File: src/rtl/rpn_pkg.sv
// Shared token, operator and FSM state encodings
// for the RPN stack engine.
package rpn_pkg;

    typedef enum logic [1:0] {
        K_OPND = 2'b00,
        K_OPER = 2'b01,
        K_END  = 2'b10,
        K_RSVD = 2'b11
    } kind_e;

    typedef enum logic [1:0] {
        OP_ADD = 2'b00,
        OP_SUB = 2'b01,
        OP_AND = 2'b10,
        OP_XOR = 2'b11
    } op_e;

    typedef enum logic [3:0] {
        S_IDLE,
        S_PUSH,
        S_POP_B,
        S_POP_A,
        S_EXEC,
        S_PUSH_R,
        S_FIN,
        S_DONE,
        S_ERR
    } state_e;

endpackage

File: src/rtl/rpn_stack_engine_if.sv
// Token stream handshake between a token source
// (master) and the RPN engine (slave).
interface rpn_stack_engine_if #(
    parameter int DATA_W = 8
);
    logic              Tok_Valid;
    logic              Tok_Ready;
    logic [1:0]        Tok_Kind;
    logic [DATA_W-1:0] Tok_Data;

    modport master (
        output Tok_Valid,
        output Tok_Kind,
        output Tok_Data,
        input  Tok_Ready
    );

    modport slave (
        input  Tok_Valid,
        input  Tok_Kind,
        input  Tok_Data,
        output Tok_Ready
    );
endinterface

File: src/rtl/rpn_alu.sv
// Combinational ALU; a is the earlier-pushed operand,
// all results wrap modulo 2**DATA_W.
module rpn_alu
    import rpn_pkg::*;
#(
    parameter int DATA_W = 8
) (
    input  logic [DATA_W-1:0] a,
    input  logic [DATA_W-1:0] b,
    input  op_e               op,
    output logic [DATA_W-1:0] r
);

    // Operator decode
    always_comb begin
        r = '0;
        unique case (op)
            OP_ADD: r = a + b;
            OP_SUB: r = a - b;
            OP_AND: r = a & b;
            OP_XOR: r = a ^ b;
            default: r = '0;
        endcase
    end

endmodule

File: src/rtl/rpn_stack_engine.sv
// RPN evaluator driving one pushdown stack; the local
// depth counter decides under/overflow, stack flags cross-check.
module rpn_stack_engine
    import rpn_pkg::*;
#(
    parameter int DATA_W = 8,
    parameter int ADDR_W = 10
) (
    input  logic              CLK,
    input  logic              Reset,
    input  logic              Clear,
    rpn_stack_engine_if.slave tok,
    output logic [DATA_W-1:0] Result,
    output logic              Res_Valid,
    output logic              Error,
    output logic [DATA_W-1:0] St_I,
    input  logic [DATA_W-1:0] St_O,
    output logic              St_PushPop,
    output logic              St_Enable,
    output logic              St_Reset,
    input  logic              St_Empty,
    input  logic              St_Full
);

    localparam logic [ADDR_W-1:0] MAX_DEPTH = '1;
    localparam logic [ADDR_W-1:0] ONE = ADDR_W'(1);
    localparam logic [ADDR_W-1:0] TWO = ADDR_W'(2);

    state_e            state, state_n;
    logic [ADDR_W-1:0] depth, depth_n;
    logic              was_err;
    logic              accept;
    logic              tok_ready;
    logic [DATA_W-1:0] lat_q;
    logic [DATA_W-1:0] a_q, b_q, r_q;
    logic [DATA_W-1:0] alu_r;

    assign tok.Tok_Ready = tok_ready;

    rpn_alu #(.DATA_W(DATA_W)) u_alu (
        .a  (a_q),
        .b  (b_q),
        .op (op_e'(lat_q[1:0])),
        .r  (alu_r)
    );

    // State, depth and error-entry tracking
    always_ff @(posedge CLK or posedge Reset) begin
        if (Reset) begin
            state   <= S_IDLE;
            depth   <= '0;
            was_err <= 1'b0;
        end else begin
            state   <= state_n;
            depth   <= depth_n;
            was_err <= (state == S_ERR);
        end
    end

    // Next state, depth update and stack/handshake outputs
    always_comb begin
        state_n    = state;
        depth_n    = depth;
        tok_ready  = 1'b0;
        accept     = 1'b0;
        St_Enable  = 1'b0;
        St_PushPop = 1'b0;
        St_I       = lat_q;
        St_Reset   = Reset;
        Res_Valid  = 1'b0;
        Error      = 1'b0;
        unique case (state)
            S_IDLE: begin
                tok_ready = 1'b1;
                if (tok.Tok_Valid) begin
                    accept = 1'b1;
                    unique case (kind_e'(tok.Tok_Kind))
                        K_OPND:
                            state_n = (depth == MAX_DEPTH) ? S_ERR : S_PUSH;
                        K_OPER:
                            state_n = (depth < TWO) ? S_ERR : S_POP_B;
                        K_END:
                            state_n = (depth != ONE) ? S_ERR : S_FIN;
                        default:
                            state_n = S_ERR;
                    endcase
                end
            end
            S_PUSH, S_PUSH_R: begin
                if (state == S_PUSH_R) St_I = r_q;
                if (St_Full) begin
                    state_n = S_ERR;
                end else begin
                    St_Enable = 1'b1;
                    depth_n   = depth + ONE;
                    state_n   = S_IDLE;
                end
            end
            S_POP_B, S_POP_A, S_FIN: begin
                if (St_Empty) begin
                    state_n = S_ERR;
                end else begin
                    St_Enable  = 1'b1;
                    St_PushPop = 1'b1;
                    depth_n    = depth - ONE;
                    unique case (state)
                        S_POP_B: state_n = S_POP_A;
                        S_POP_A: state_n = S_EXEC;
                        default: state_n = S_DONE;
                    endcase
                end
            end
            S_EXEC: state_n = S_PUSH_R;
            S_DONE: begin
                Res_Valid = 1'b1;
                St_Reset  = 1'b1;
                depth_n   = '0;
                state_n   = S_IDLE;
            end
            S_ERR: begin
                Error    = 1'b1;
                St_Reset = Reset | ~was_err;
            end
            default: state_n = S_ERR;
        endcase
        if (Clear) begin
            state_n   = S_IDLE;
            depth_n   = '0;
            tok_ready = 1'b0;
            accept    = 1'b0;
            St_Enable = 1'b0;
            St_Reset  = 1'b1;
        end
    end

    // Token latch, operand capture, ALU result and final result
    always_ff @(posedge CLK or posedge Reset) begin
        if (Reset) begin
            lat_q  <= '0;
            a_q    <= '0;
            b_q    <= '0;
            r_q    <= '0;
            Result <= '0;
        end else begin
            if (accept) lat_q <= tok.Tok_Data;
            if (St_Enable && state == S_POP_B) b_q <= St_O;
            if (St_Enable && state == S_POP_A) a_q <= St_O;
            if (state == S_EXEC) r_q <= alu_r;
            if (St_Enable && state == S_FIN) Result <= St_O;
        end
    end

endmodule

File: src/flat_wrapper.sv
// flat-port wrapper written by rule: the top's interface ports become plain ports
module rpn_stack_engine_flat import rpn_pkg::*;
#(
    parameter int DATA_W = 8,
    parameter int ADDR_W = 10
)
  (CLK, Reset, Clear, Result, Res_Valid, Error, St_I, St_O, St_PushPop, St_Enable, St_Reset, St_Empty, St_Full, tok_Tok_Valid, tok_Tok_Kind, tok_Tok_Data, tok_Tok_Ready);
  rpn_stack_engine_if #(.DATA_W(DATA_W)) tok_i ();
  input  logic CLK;
  input  logic Reset;
  input  logic Clear;
  output logic [DATA_W-1:0] Result;
  output logic Res_Valid;
  output logic Error;
  output logic [DATA_W-1:0] St_I;
  input  logic [DATA_W-1:0] St_O;
  output logic St_PushPop;
  output logic St_Enable;
  output logic St_Reset;
  input  logic St_Empty;
  input  logic St_Full;
  input wire logic [$bits(tok_i.Tok_Valid)-1:0] tok_Tok_Valid;
  input wire logic [$bits(tok_i.Tok_Kind)-1:0] tok_Tok_Kind;
  input wire logic [$bits(tok_i.Tok_Data)-1:0] tok_Tok_Data;
  output wire logic [$bits(tok_i.Tok_Ready)-1:0] tok_Tok_Ready;
  assign tok_i.Tok_Valid = tok_Tok_Valid;
  assign tok_i.Tok_Kind = tok_Tok_Kind;
  assign tok_i.Tok_Data = tok_Tok_Data;
  assign tok_Tok_Ready = tok_i.Tok_Ready;
  rpn_stack_engine #(.DATA_W(DATA_W), .ADDR_W(ADDR_W)) u_core (.CLK(CLK), .Reset(Reset), .Clear(Clear), .tok(tok_i), .Result(Result), .Res_Valid(Res_Valid), .Error(Error), .St_I(St_I), .St_O(St_O), .St_PushPop(St_PushPop), .St_Enable(St_Enable), .St_Reset(St_Reset), .St_Empty(St_Empty), .St_Full(St_Full));
endmodule
File: config.mk
export PLATFORM = sky130hd
export DESIGN_NAME = rpn_stack_engine_flat
export DESIGN_NICKNAME = d
export VERILOG_FILES = /design/src/rtl/rpn_pkg.sv /design/src/rtl/rpn_stack_engine_if.sv /design/src/rtl/rpn_alu.sv /design/src/rtl/rpn_stack_engine.sv /design/src/flat_wrapper.sv
export SDC_FILE = /design/constraint.sdc
export NUM_CORES = 1
export LEC_CHECK = 0
export ABC_AREA = 0
export CORE_UTILIZATION = 45
export CTS_BUF_LIST = sky130_fd_sc_hd__clkbuf_2 sky130_fd_sc_hd__clkbuf_4 sky130_fd_sc_hd__clkbuf_8
export DETAILED_ROUTE_END_ITERATION = 16
export PLACE_DENSITY_LB_ADDON = 0.15
export SYNTH_ARGS = -nofsm -noshare
export SYNTH_HDL_FRONTEND = slang
export SYNTH_SLANG_ARGS = --single-unit
File: constraint.sdc
create_clock -name CLK -period 7.7 [get_ports CLK]
set_clock_uncertainty 0.1 [all_clocks]
set_input_delay 1.155 -clock CLK [delete_from_list [all_inputs] [get_ports CLK]]
set_output_delay 1.155 -clock CLK [all_outputs]
set_load 0.02 [all_outputs]
Yosys cells after proc, flatten, opt, wreduce, memory -nomap -nowiden
Index checks and enable logic that the tools add are counted.
Widths: inputs -> output; s select.
{"block": "classes", "addsub": 4, "mux": 31, "eq_ne": 19, "order_cmp": 1, "n_reduce_logical": 11, "bitwise": 4}
{"cell": "$pmux 8 s4", "n": 1}
{"cell": "$mux 10", "n": 3}
{"cell": "$pmux 10 s3", "n": 1}
{"cell": "$mux 4", "n": 7}
{"cell": "$pmux 4 s6", "n": 1}
{"cell": "$eq 4x3->1 const B", "n": 4}
{"cell": "$mux 8", "n": 2}
{"cell": "$mux 1", "n": 12}
{"cell": "$pmux 4 s3", "n": 1}
{"cell": "$add 10x1->10 const B", "n": 1}
{"cell": "$eq 10x10->1 const B", "n": 1}
{"cell": "$lt 10x2->1 const B", "n": 1}
{"cell": "$ne 10x1->1 const B", "n": 1}
{"cell": "$sub 10x1->10 const B", "n": 1}
{"cell": "$ne 3x3->1 const B", "n": 3}
{"cell": "$add 8x8->8", "n": 1}
{"cell": "$and 8x8->8", "n": 1}
{"cell": "$eq 4x2->1 const B", "n": 2}
{"cell": "$sub 8x8->8", "n": 1}
{"cell": "$xor 8x8->8", "n": 1}
{"cell": "$eq 2x2->1 const B", "n": 3}
{"cell": "$pmux 3 s2", "n": 1}
{"cell": "$eq 2x1->1 const B", "n": 2}
{"cell": "$eq 4x1->1 const B", "n": 1}
{"cell": "other kinds (13)", "n": 17}
{"block": "word_totals", "in_bits": 24, "out_inout_bits": 22, "register_bits": 55, "wordCells": 78}

Logic depth before layout (Yosys ltp)
Gate-level depths: netlist of the first run.
{"block": "depth", "depth_word": 6, "mapped_depth": 11, "mapped_depth_nobuf": 11}

By module
A second synthesis of the first run with hierarchy kept.
{"block": "hier_totals", "cells_unflattened": 358, "hier_area_um2": 3598.5}
{"module": "rpn_stack_engine", "area_each_um2": 2874.0, "cells_each": 267, "n_inst": 1, "seq_area_each_um2": 1376.3}
{"module": "rpn_alu", "area_each_um2": 724.4, "cells_each": 91, "n_inst": 1, "seq_area_each_um2": 0.0}

Worst setup path after synthesis of the first run
No wires, ideal clock.
{"block": "synth_timing", "path_kind": "input-to-output", "startpoint": "in Clear", "endpoint": "out St_Reset", "arrival_time_ps": 1748, "cell_stages": 3, "path_buffers": 1, "path_slack_ps": 4697, "required_time_ps": 6445, "path_cell_list": "clkbuf_1 -> nor3_1 -> o21ai_0"}
{"block": "synth_via", "elab_chain_len": 1}
{"element": "from (decl)", "line": "flat_wrapper.sv:11", "text": "input logic Clear;"}
{"element": "$mux 1", "line": "rpn_stack_engine.sv:126", "text": "if (Clear) begin"}
{"element": "to (decl)", "line": "flat_wrapper.sv:19", "text": "output logic St_Reset;"}
No other way between the ends.

Worst setup path after layout of the first run
{"block": "layout_timing", "startpoint": "in Clear", "endpoint": "out St_Enable"}
{"block": "layout_via", "elab_chain_len": 1}
{"element": "$mux 1", "line": "rpn_stack_engine.sv:126"}
{"element": "to (decl)", "line": "flat_wrapper.sv:18", "text": "output logic St_Enable;"}
No other way between the ends.

==> results list, run 1 <==
* Antenna violations before repair: 0
* Post-synthesis sequential element count: 55
* Result of the run: finished clean
- Post-detailed-placement half-perimeter wirelength: 5510 µm
* Gate count after technology mapping: 366
* Number of hold-repair buffers added at the cts stage: 0
- For this run, the leading register cell type out of synthesis is sky130_fd_sc_hd__dfrtp_1.
* Pin count of the biggest net entering global routing: 56
* Async set-or-reset flop fraction in the synthesized netlist: between 90% and 100%
- Unrepaired setup endpoints after global routing: no
- Power density over the cells: 153 nW/µm²
* Share of synthesized area occupied by flip-flops and latches: 39.1%
- Mapped Nets: 410
- TritonCTS built the clock tree.
- Die W: 90.4 µm
* Clock transition at the registers of the reported paths: 0.09 ns
* Final setup violating endpoints: 0
- In this run the static leakage power is 1.83 nW.
- Yosys top cell by area: sky130_fd_sc_hd__dfrtp_1
- Vias per cell: 5.71
- The share of total power dissipated in sequential elements is a little over 50%.
* Hold Fails Final Rpt: 0
- In this run the power spent charging and discharging nets is around 180 µW.
- In this run, the combinational gates consume 22.1% of the power.
- Of the total power, the share spent switching nets is 28.5%.
* Clock latency of the later-clocked register in the worst-skew pair: 0.31 ns
- After filler insertion, the fill cell instance count of the layout stands at 678.
* Root buf cell: sky130_fd_sc_hd__clkbuf_8
- Worst hold stages: 2
- At the end of the flow the core is filled with cells to a little under three fifths.
- Of the post-synthesis cell area, the dominant cell type holds ~39%.
* Post-synthesis area per instance: 9.62 µm²
* First-pass detailed-route iteration total: 4
- Effective utilization at floorplan: 47.5%
* YS warnings: 0
- In the layout the commonest cells are 55 x sky130_fd_sc_hd__dfrtp_1, 45 x sky130_fd_sc_hd__clkdlybuf4s50_1, 42 x sky130_fd_sc_hd__mux2_2, 38 x sky130_fd_sc_hd__nand2_1, 29 x sky130_fd_sc_hd__nor2_1.
- R2R depth: 8
- CP max FO: 9
- Sort of element at the end of the critical path: output pin
- The number of global-route vias before repair is 2669.
* Total wire length after detailed routing: 7640 µm
- Final TNS setup: 0 ns
* Number of enable flip-flop cells after synthesis: 0
- Cell Rows: 31
- The number of slew-limit violations in the final report came to 0.
- Max-cap violations in this run came to 0.
- Worst min-delay path category: register to register
- Actual transition at the worst max-transition pin: between 0.6 and 0.7 ns
* Aggregate global routing overflow: 0
- Post-CTS repair changed the size of 0 cells.
- Req. time, crit path: 6.44 ns
- Worst IR Drop VDD: ~100 µV
* Sinks on Clock Net: 55
* Part of the power in the clock network: 26.9%
* Startpoint of the tightest hold check path: u_core.r_q[4]
* Critical path class: input pin to output pin
- Clock Tree Buf Depth: 2
* WL per Instance: 15.3 µm
* Commonest non-fill, non-tap cell in the layout: sky130_fd_sc_hd__dfrtp_1
* Startpoint kind of the worst setup timing path: input pin
- Number of buffers added by the clock tree synthesis step: 5
- Antenna diode count: 0
- At the worst endpoint, the arrival time is between 2 and 3 ns.
- In the global route stage, overall resource usage came out at 19.8%.
- The clock tree synthesis step divided the H-tree into 2 levels.
* Port Buf Inserts: 45
- Area overhead of the layout relative to synthesis: 17.3%
- Share of the cycle needed by the critical path after routing: 52.5%
- The worst register-to-register path has a setup slack of between 4 and 5 ns.
* Fraction of final layout cells sized beyond drive strength 1: between 10% and 20%
- The number of setup buffers added after CTS is 0.
- DIE HEIGHT: 90.4 µm
- Min-Delay Endpoint: u_core.r_q[4]
* Post-Syn Area: 3520 µm²
- The first routing iteration left between 150 and 200 violations.
- Number of distinct library cells after synthesis: 52
- Placer congestion estimate: 0.800
- Number of nets at the end of the flow: 444
- Min Clock Period, post-route: roughly 4.0 ns
- Number of placed I/O pins: 46
- The worst pin sits at a relative slew slack of 54.6%.
- Reg2reg start: u_core.lat_q[0]
- Antenna violation net count after detailed routing: 0
- Fmax: between 0.2 and 0.25 GHz
- Area of the die: 8180 µm²
* Global-route wire length before repair: 13100 µm
- Internal power comes to 453 µW.
* Leading cell types by total area after synthesis: sky130_fd_sc_hd__dfrtp_1 39%, sky130_fd_sc_hd__mux2_2 13%, sky130_fd_sc_hd__ha_1 6.8%
- Routed via count: 2853
- DRC: 0
- Core outline area: approximately 7400 µm²
- Endpoint of the worst register-to-register path: u_core.r_q[5]
==> worst max-delay path, cell delays in order <==
cell and delay, ns:
sky130_fd_sc_hd__clkdlybuf4s50_1 0.60, sky130_fd_sc_hd__nor2_1 0.24, sky130_fd_sc_hd__and2_1 0.19, sky130_fd_sc_hd__clkdlybuf4s50_1 0.61
==> cell type report <==
type / count / area (µm²) / area share [%]
well taps: 99 / 124 / 3.00
repair buffers: 46 / 458 / 11.1
multi-input cells: 280 / 2030 / 49.1
clock inverters: 1 / 8.76 / 0.212
flip-flops and latches: 55 / 1380 / 33.3
inverters: 12 / 45.0 / 1.09
clock buffers: 7 / 90.1 / 2.18
==> flip-flops by register name, summed over array words and instances (netlist names) <==
register	cells
u_core.Result	8
u_core.a_q	8
u_core.b_q	8
u_core.depth	10
u_core.lat_q	8
u_core.r_q	8
u_core.state	4
u_core.was_err	1
==> cell usage after synthesis, types with 4 or more instances <==
master	number
sky130_fd_sc_hd__a31oi_1	6
sky130_fd_sc_hd__inv_1	12
sky130_fd_sc_hd__a21oi_1	19
sky130_fd_sc_hd__nor3_1	9
sky130_fd_sc_hd__nand2_1	38
sky130_fd_sc_hd__dfrtp_1	55
sky130_fd_sc_hd__clkbuf_1	17
sky130_fd_sc_hd__mux2_2	42
sky130_fd_sc_hd__nand3_1	7
sky130_fd_sc_hd__mux2i_1	7
sky130_fd_sc_hd__nor2b_1	7
sky130_fd_sc_hd__o22ai_1	5
sky130_fd_sc_hd__o21ai_0	22
sky130_fd_sc_hd__nor2_1	29
sky130_fd_sc_hd__ha_1	19
sky130_fd_sc_hd__nand2b_1	5
sky130_fd_sc_hd__xnor2_1	9
sky130_fd_sc_hd__nor4_1	4
==> per-stage QoR <==
step	hold slack (ns)	instance area (µm²)	power, mW	cells	setup slack (ns)
floorplan	0.333	3520	0.416	366	4.70
global placement	0.366	4030	0.467	492	3.72
detailed placement	0.371	4030	0.469	492	3.66
CTS	0.397	4130	0.641	500	3.67
global route	0.426	4130	0.668	500	3.52
finish	0.389	4130	0.633	500	3.65
==> routing by layer <==
metal	vias up	share of wire, %	GRT usage [%]
li1	1401	-	-
met1	1362	49	29.4
met2	82	45	30.3
met3	8	5.8	3.03
met4	0	1.0	4.44
met5	-	0	0
==> power by group through the flow <==
| stage | Combinational [mW] | Clock (mW) | Sequential, mW |
|---|---|---|---|
| after detailed placement | 0.140 | 0 | 0.329 |
| after floorplan | 0.102 | 0 | 0.313 |
| after global routing | 0.154 | 0.187 | 0.327 |
| final | 0.140 | 0.170 | 0.323 |
| after global placement | 0.139 | 0 | 0.329 |
| after CTS | 0.141 | 0.177 | 0.323 |
==> worst max path at each step <==
stage	from	endpoint	slack, ns	depth (start not counted)
after detailed placement	Clear	St_Enable	3.66	4
final	Clear	St_Enable	3.65	4
after global placement	Clear	St_Enable	3.72	4
after CTS	Clear	St_Enable	3.67	4
after global routing	u_core.state[1]	St_PushPop	3.52	4
after floorplan	Clear	St_Reset	4.70	3
==> logic make-up after synthesis <==
logic type               synth area share [%]
AND/OR/NAND/NOR                          16.6
buffers and inverters                    3.34
flip-flops                               39.1
AO/OA/AOI/OAI                            14.8
multiplexers                             15.4
adder cells (fa/ha/maj)                  7.32
XOR/XNOR                                 3.45
Power figures use the tool's default switching activity.
==> run 2: changes to the inputs <==
- clock period: 7.7 -> 3.4 ns (I/O delays scaled with it)
==> run 2 against run 1 <==
Non-clock buffer count increased by 8. Routed wire length increased by 3.3%. Via count rose by 0.49%. Core utilization grew 1.1 points. Setup slack worse by 3.2 ns. Combinational power rose to 2.6 times the previous value. Flip-flop and latch count did not move. Die area did not move. Worst hold slack lost 0.011 ns.
==> results list, run 2 (same netlist as run 1, synthesis figures left out) <==
- Result of the run: finished clean
- Port Buf Inserts: 45
- In the final layout, the multi-input gates occupy 2030 µm².
* Startpoint kind of the worst setup timing path: register
* Overall power consumption: 1.53 mW
* Clock transition at the registers of the reported paths: 0.10 ns
* Vias in the first global route: 2670
* Core outline area: approximately 7400 µm²
- The tool flagged a number of max-cap violations equal to 0.
- Reg2reg start: u_core.b_q[0]
- For flop-to-flop paths, the worst setup slack is between 0.7 and 0.8 ns.
- Startpoint of the worst setup timing path: u_core.state[3]
* Aggregate global routing overflow: 0
* Die W: roughly 90 µm
- Clock latency of the later-clocked register in the worst-skew pair: 0.32 ns
- Final TNS setup: 0 ns
- Number of placed I/O pins: 46
- After detailed routing, the number of vias per cell comes to 5.64.
* Sinks on Clock Net: 55
- First-pass detailed-route iteration total: 4
* Pin count of the biggest net entering global routing: 24
* Actual transition at the worst max-transition pin: between 0.6 and 0.7 ns
- Min Clock Period, post-route: 2.99 ns
* Tightest slew margin relative to the limit: 57.4%
* Endpoint of the worst register-to-register path: u_core.r_q[5]
* Cell Rows: 31
- The root buffer cell chosen for the clock tree is sky130_fd_sc_hd__clkbuf_8.
- The routed design has 7890 µm of wire.
* Commonest non-fill, non-tap cell in the layout: sky130_fd_sc_hd__dfrtp_1
- In this run, CTS created clock tree buffers numbering 5.
- Most frequent cells in the layout: 55 x sky130_fd_sc_hd__dfrtp_1, 45 x sky130_fd_sc_hd__clkdlybuf4s50_1, 42 x sky130_fd_sc_hd__mux2_2, 38 x sky130_fd_sc_hd__nand2_1, 29 x sky130_fd_sc_hd__nor2_1
* Post-CTS setup buffer count: 0
- For the worst flop-to-flop path, the logic depth is 9.
* Number of flip-flops in the largest register: 10
- STA puts the critical path data arrival time at 2.38 ns.
- The number of antenna diodes in the final layout is 0.
* Worst IR Drop VDD: 153 µV
* Number of nets at the end of the flow: 452
* Area overhead of the layout relative to synthesis: 19.6%
- Overall routing resource usage: about a fifth
* CP max FO: 14
- The detail route stage leaves a number of antenna-violating nets equal to 0.
- The register with the most flip-flops in the final layout is u_core.depth.
- Share of the cycle needed by the critical path after routing: 88.0%
- For this run, the top clock speed supported by timing is 0.334 GHz.
* Number of hold-repair buffers added at the cts stage: 0
- TritonCTS built the clock tree.
- Critical path class: register to output pin
* Global-route wire length before repair: 13400 µm
- At the end of routability-driven placement, the weighted congestion stood at 0.835.
- Fraction of final layout cells sized beyond drive strength 1: 16.6%
- The worst setup path is captured at an output pin.
- For the worst setup path, the data required time is 2.79 ns.
* Max-slew violation total from the final report: 0
* WL per Instance: 15.5 µm
- Worst min-delay path category: input pin to async pin
* DRC: 0
- The final hold violation count is 0.
- In this run the worst setup path terminates at St_I[6].
* DIE HEIGHT: about 90 µm
- Setup repair after global routing left no endpoint under its margin.
- The clock passes through at most 2 buffers.
- Final setup violating endpoints: 0
- Footprint of the flip-flops and latches: 1380 µm²
- For this run, the share of the core covered by cells in the final layout is 56.8%.
- Routed via count: around 2900
- For this configuration, the core starts out at a cell density of 47.5%.
* Post-detailed-placement half-perimeter wirelength: roughly 5800 µm
- Area of the die: between 8000 and 9000 µm²
- In this run the number of H-tree levels came out at 2.
- Number of gates given a new drive strength after cts: 0
- Power density over the cells: 364 nW/µm²
* Count of fill cells added during filler insertion: 672
- For this block, the initial DRC count from the detailed router was ~140.
- Summed over all cells, the static leakage comes to around 1.9 nW.
* Antenna violations before repair: 0
==> run 2: changes by cell type in the layout (fill, tap and decap cells not counted), sizes merged <==
cell and delta:
clkinv -1, inv +1, buf +8, clkbuf -1, bufinv +1
==> run 2: final cells by class <==
cell class / count / area share, %
Clock buffer: 6 / 1.96
Clock inverter: 2 / 0.921
Sequential cell: 55 / 32.7
Timing Repair Buffer: 54 / 12.3
Inverter: 12 / 1.07
Multi-Input combinational cell: 280 / 48.1
Tap cell: 99 / 2.94
==> run 2: worst min path at each step <==
stage                     slack, ns         endpoint  depth (start not counted)          start
after floorplan                0.33    u_core.r_q[7]                          2  u_core.r_q[7]
after global placement         0.36    u_core.r_q[0]                          2  u_core.r_q[0]
after detailed placement       0.37    u_core.r_q[0]                          2  u_core.r_q[0]
after CTS                      0.38  u_core.state[0]                          2          Reset
after global routing           0.39  u_core.state[2]                          2          Reset
final                          0.38  u_core.state[0]                          2          Reset
==> run 2: per-layer routing <==
layer  part of all wire (%)  vias to the layer above  global-route usage (%)
li1                       -                     1414                       -
met1                     52                     1373                    31.4
met5                      0                        -                       0
met2                     43                       74                    30.0
met4                    1.0                        0                    5.24
met3                    3.8                        6                    3.28
==> run 2: power breakdown <==
| part | switching, mW | total, mW | leakage, nW | internal [mW] |
|---|---|---|---|---|
| registers | 0.0225 | 0.705 | 0.748 | 0.683 |
| logic | 0.183 | 0.360 | 1.07 | 0.178 |
| clock network | 0.226 | 0.469 | 0.0618 | 0.243 |
| total | 0.432 | 1.53 | 1.88 | 1.10 |
==> run 2: worst max-delay path, stage by stage, from the launching register on <==
cell and delay (ns):
sky130_fd_sc_hd__dfrtp_1 0.55, sky130_fd_sc_hd__nor2b_1 0.28, sky130_fd_sc_hd__nor2b_1 0.17, sky130_fd_sc_hd__buf_4 0.18, sky130_fd_sc_hd__mux2_2 0.35, sky130_fd_sc_hd__clkdlybuf4s50_1 0.53
==> run 2: stage by stage <==
| step | hold slack [ns] | std cells | setup slack (ns) | instance area (µm²) |
|---|---|---|---|---|
| 2_1_floorplan | 0.333 | 366 | 0.922 | 3520 |
| 3_3_place_gp | 0.358 | 500 | 0.718 | 4090 |
| 3_5_place_dp | 0.369 | 500 | 0.677 | 4090 |
| 4_1_cts | 0.378 | 508 | 0.418 | 4210 |
| 5_1_grt | 0.386 | 508 | 0.269 | 4210 |
| 6_report | 0.377 | 508 | 0.407 | 4210 |
